<file path="src/rtl/sdram_read_arbiter.sv">
// sdram_read_arbiter: shares one SDRAM burst-read port between a video and a CPU-ROM requester.
// Video has fixed priority; the CPU-ROM side is forced through after STARVE_LIMIT consecutive video grants.
module sdram_read_arbiter #(
    parameter int STARVE_LIMIT = 4,
    parameter int TIMEOUT      = 255
) (
    input  logic        clk_sys_99_287,
    input  logic        reset_n,

    input  logic        v_req,
    input  logic [24:0] v_addr,
    input  logic [7:0]  v_len,
    output logic        v_ack,
    output logic [15:0] v_data,
    output logic        v_data_valid,
    output logic        v_done,

    input  logic        c_req,
    input  logic [24:0] c_addr,
    input  logic [7:0]  c_len,
    output logic        c_ack,
    output logic [15:0] c_data,
    output logic        c_data_valid,
    output logic        c_done,

    output logic        sd_rd,
    output logic [24:0] sd_rd_addr,
    input  logic        sd_data_available,
    input  logic [15:0] sd_out,
    output logic        sd_end_burst,

    output logic        busy,
    output logic        timeout_err
);

    localparam int SW = (STARVE_LIMIT < 1) ? 1 : $clog2(STARVE_LIMIT + 1);
    localparam int IW = (TIMEOUT < 2) ? 1 : $clog2(TIMEOUT);
    localparam logic [SW-1:0] STARVE_MAX = SW'(STARVE_LIMIT);
    localparam logic [IW-1:0] IDLE_LAST  = IW'(TIMEOUT - 1);

    typedef enum logic [1:0] {
        IDLE,
        ISSUE,
        BURST,
        END
    } state_t;

    state_t          state;
    state_t          state_nxt;
    logic            owner_c;
    logic [7:0]      len_q;
    logic [8:0]      word_cnt;
    logic [IW-1:0]   idle_cnt;
    logic [SW-1:0]   starve_cnt;

    logic            grant;
    logic            grant_c;
    logic            strobe;
    logic            last_word;
    logic            idle_expired;

    // Grant is held off while reset is asserted so the first ack lands on a released edge.
    always_comb begin
        grant        = reset_n && (state == IDLE) && (v_req || c_req);
        grant_c      = c_req && (!v_req || (starve_cnt == STARVE_MAX));
        strobe       = (state == BURST) && sd_data_available;
        last_word    = strobe && (word_cnt == {1'b0, len_q});
        idle_expired = (state == BURST) && !sd_data_available && (idle_cnt == IDLE_LAST);
    end

    always_ff @(posedge clk_sys_99_287) begin
        if (!reset_n) begin
            state <= IDLE;
        end else begin
            state <= state_nxt;
        end
    end

    always_comb begin
        state_nxt    = state;
        v_ack        = 1'b0;
        c_ack        = 1'b0;
        sd_rd        = 1'b0;
        sd_end_burst = 1'b0;
        v_done       = 1'b0;
        c_done       = 1'b0;
        busy         = (state != IDLE);
        case (state)
            IDLE: begin
                if (grant) begin
                    state_nxt = ISSUE;
                    v_ack     = !grant_c;
                    c_ack     = grant_c;
                end
            end
            ISSUE: begin
                sd_rd     = 1'b1;
                state_nxt = BURST;
            end
            BURST: begin
                if (last_word || idle_expired) begin
                    state_nxt = END;
                end
            end
            END: begin
                sd_end_burst = 1'b1;
                v_done       = !owner_c;
                c_done       = owner_c;
                state_nxt    = IDLE;
            end
            default: state_nxt = IDLE;
        endcase
    end

    // The latched request address doubles as sd_rd_addr, so it holds until the next grant.
    always_ff @(posedge clk_sys_99_287) begin
        if (!reset_n) begin
            owner_c      <= 1'b0;
            len_q        <= 8'd0;
            sd_rd_addr   <= 25'd0;
            word_cnt     <= 9'd0;
            idle_cnt     <= '0;
            starve_cnt   <= '0;
            timeout_err  <= 1'b0;
            v_data       <= 16'd0;
            v_data_valid <= 1'b0;
            c_data       <= 16'd0;
            c_data_valid <= 1'b0;
        end else begin
            v_data_valid <= strobe && !owner_c;
            c_data_valid <= strobe && owner_c;
            if (strobe && !owner_c) begin
                v_data <= sd_out;
            end
            if (strobe && owner_c) begin
                c_data <= sd_out;
            end

            if (grant) begin
                owner_c     <= grant_c;
                sd_rd_addr  <= grant_c ? c_addr : v_addr;
                len_q       <= grant_c ? c_len : v_len;
                word_cnt    <= 9'd0;
                idle_cnt    <= '0;
                timeout_err <= 1'b0;
                if (grant_c) begin
                    starve_cnt <= '0;
                end else if (c_req && (starve_cnt != STARVE_MAX)) begin
                    starve_cnt <= starve_cnt + 1'b1;
                end
            end else if (strobe) begin
                word_cnt <= word_cnt + 9'd1;
                idle_cnt <= '0;
            end else if (state == BURST) begin
                if (idle_expired) begin
                    timeout_err <= 1'b1;
                end else begin
                    idle_cnt <= idle_cnt + 1'b1;
                end
            end
        end
    end

endmodule
</file>
<file path="config.mk">
export PLATFORM = sky130hd
export DESIGN_NAME = sdram_read_arbiter
export DESIGN_NICKNAME = d
export VERILOG_FILES = /design/src/rtl/sdram_read_arbiter.sv
export SDC_FILE = /design/constraint.sdc
export NUM_CORES = 1
export LEC_CHECK = 0
export CAP_MARGIN = 20
export CORE_UTILIZATION = 43
export CTS_CLUSTER_SIZE = 40
export DETAILED_ROUTE_END_ITERATION = 7
export GPL_TIMING_DRIVEN = 0
export HOLD_SLACK_MARGIN = 0.08
export PLACE_DENSITY = 0.8
export SLEW_MARGIN = 5
export SYNTH_ARGS = -nofsm -noshare
export SYNTH_HDL_FRONTEND = slang
export SYNTH_SLANG_ARGS = --single-unit
</file>
<file path="constraint.sdc">
create_clock -name clk_sys_99_287 -period 2.2 [get_ports clk_sys_99_287]
set_input_delay 0.66 -clock clk_sys_99_287 [delete_from_list [all_inputs] [get_ports clk_sys_99_287]]
set_output_delay 0.66 -clock clk_sys_99_287 [all_outputs]
set_load 0.005 [all_outputs]
</file>
==> results of run 1 <==
-- critical path, stage by stage (launching register included) --
cell,delay [ns]
dfxtp_4,0.38
inv_2,0.08
ha_4,0.16
o21ai_4,0.06
or2_4,0.26
a21oi_4,0.15
buf_2,0.14
-- what timing repair did --
action | in CTS | in global routing
buffers inserted | 8 | 3
pin swaps | 3 | 3
cloned | 0 | 0
resized for setup | 37 | 7
setup endpoints to repair | 5 | 4
-- state kept, by name, indices dropped and copies added, names as in the netlist, 2 cells and up --
| signal | count |
|---|---|
| state | 2 |
| len_q | 8 |
| word_cnt | 9 |
| starve_cnt | 3 |
| v_data | 16 |
| c_data | 16 |
| idle_cnt | 8 |
| sd_rd_addr | 25 |
-- final timing paths --
check / end / depth (start not counted)
min: v_data[3]$_SDFFE_PN0P_ / 2
max: v_ack / 6
max reg2reg: sd_rd_addr[18]$_SDFFE_PN0P_ / 9
min reg2reg: v_data[3]$_SDFFE_PN0P_ / 2
-- through the flow --
stage               cells  power, mW
finish                749       5.07
global route          749       5.33
CTS                   746       5.00
detailed placement    723       3.54
global placement      723       3.49
floorplan             462       2.77
-- final cells by class --
type | instances | area, µm²
Clock inverter | 6 | 113
Inverter | 11 | 43.8
Timing Repair Buffer | 164 | 1600
Buffer | 28 | 139
Clock buffer | 9 | 124
Multi-Input combinational cell | 332 | 1890
Sequential cell | 91 | 1830
Fill cell | 701 | 2800
Tap cell | 108 | 135
-- synth_stat cells, drive strengths merged, types with 9 or more instances --
library cell | instances | area [µm²]
clkbuf | 15 | 56.3
xor2 | 16 | 140
ha | 9 | 113
nor2 | 47 | 181
nand3 | 27 | 140
nand2 | 105 | 394
dfxtp | 91 | 1820
a311oi | 23 | 201
buf | 13 | 72.6
inv | 11 | 41.3
a21oi | 41 | 216
-- power breakdown --
group | switching [mW] | internal (mW) | total [mW]
Combinational | 0.795 | 0.869 | 1.66
Sequential | 0.168 | 1.88 | 2.05
Clock | 0.602 | 0.753 | 1.36
-- layer usage --
layer	routed length (µm)	global-route usage (%)
met1	4710	27.9
met2	5810	42.8
met3	872	6.18
met4	360	13.4
met5	0	0
-- cells by family (layout without fill, tap and decap cells) --
family                   count (synthesis)  count (layout)
multiplexers                             3               3
AO/OA/AOI/OAI                           94              94
flip-flops                              91              91
adder cells (fa/ha/maj)                  9               9
XOR/XNOR                                21              21
AND/OR/NAND/NOR                        205             205
buffers and inverters                   39             218
==> flow_summary.yaml, run 1 <==
final_layout:
  final_common_cell: "clkdlybuf4s50_1"
  fin_util_pct: 67.8
  final_area_mm2: 0.00588
  mostFrequentLayoutCells: "clkdlybuf4s50_1, nand2_1, dfxtp_1"
  area_growth_pct: 53.6
  layout.nets: 733
  drive_gt1_share_pct: 9.36
  diodes: 0
detailed_routing:
  routed_wl_um: 11800
  final_antenna_net_count: 0
  via_per_inst: 5.28
  drt_iter0_drc: 160
  drc: 0
  via_count: 3955
  post_drt_wl_per_cell_um: 15.7
  first_pass_iters: 4
setup_path:
  critPathLaunch: "state[1]$_SDFFE_PN0P_"
  required_ns: 1.54
  reg2reg_from: "state[1]$_SDFFE_PN0P_"
  cp-start-kind: "flip-flop"
  end_kind: "primary output"
  r2r_slack_ns: 0.21
  critical_path_class: "reg -> out"
  crit_fanout: 4
  arrival_ns: 1.58
synthesis:
  synth-simple-area-share_pct: 22.9
  synth_edf_count: 0
  synth_top_family_by_area: "simple AND/OR/NAND/NOR gates"
  synthCells: 462
  synthXorXnorAreaFrac_pct: 4.80
  synthMuxAreaShare_pct: 0.784
  synth_seq_cells: 91
  synth_flop_cell: "dfxtp_1"
  synth-async-reset-ratio_pct: 0
  netlist_area_mm2: 0.00383
  synth_fa_ha_area_share_pct: 2.94
  avgSynthCellArea_um2: 8.29
  yosysSeqAreaShare_pct: 47.6
  syn_nets: 558
  synth_compound_area_share_pct: 16.6
  synth_cell_type_count: 41
  ys_warn_count: 0
clock_tree:
  cts.path.max_buffers: 2
  htreeDepth: 3
  cts_buffers: 9
  cts_root_buf: "clkbuf_8"
  hold_buffers: 0
  clk_pin_slew_worst_paths_ns: 0.09
  tritoncts: "built"
  clk_latency_ns: 0.37
  cts_sinks: 91
sta:
  setup_violations: 2
  clock-skew-final_ns: 0.0112
  worst_pin_slew_ns: 0.562
  slew-limit-headroom_pct: 62.5
  holdWs_ns: 0.457
  worst_slack_ns: -0.0436
  fin_tns_setup_ns: -0.0704
  finalCriticalPeriod_ns: 2.24
  grt_setup_unrepaired: "yes"
  hold_viol: 0
  fmax_mhz: 446
  period_share_pct: 102
  drv_slew: 0
pwr:
  ir_drop_mv: 0.466
  p_leak_nw: 2.22
  cellPowerDensity_mw_per_mm2: 862
worst_hold_path:
  min_from: "v_data[3]$_SDFFE_PN0P_"
  hold_path.class: "reg -> reg"
floorplanning:
  die_y_um: 96.4
  die_w_um: 96.4
  coreArea_mm2: 0.00868
  start_util_pct: 44.1
  io-pin-count: 154
  rows: 34
  die-area_mm2: 0.00929
placed_design:
  io_buffer_count: 153
  placed_area_mm2: 0.00550
  dp_hpwl_um: 8580
  post-place-ws_ns: -1.19
  finalWeightedCongestion: 0.798
grt:
  grt_start_max_net_pins: 16
  grt_pass1_vias: 3716
  antenna_found_initial: 0
  grt.overflow.total: 0
  grt_pass1_wl_um: 17400
  track_usage_pct: 24.7
outcome:
  violations: "negative setup slack"
  status: "finished with violations"
flow_run:
  cap_violations: 0
Power figures use the tool's default switching activity.
==> inputs of run 2 (changes only) <==
- ABC_CLOCK_PERIOD_IN_PS: unset -> 2200
==> results of run 2 <==
Same layout as run 1: the final DEF is identical, and so are final timing and power.
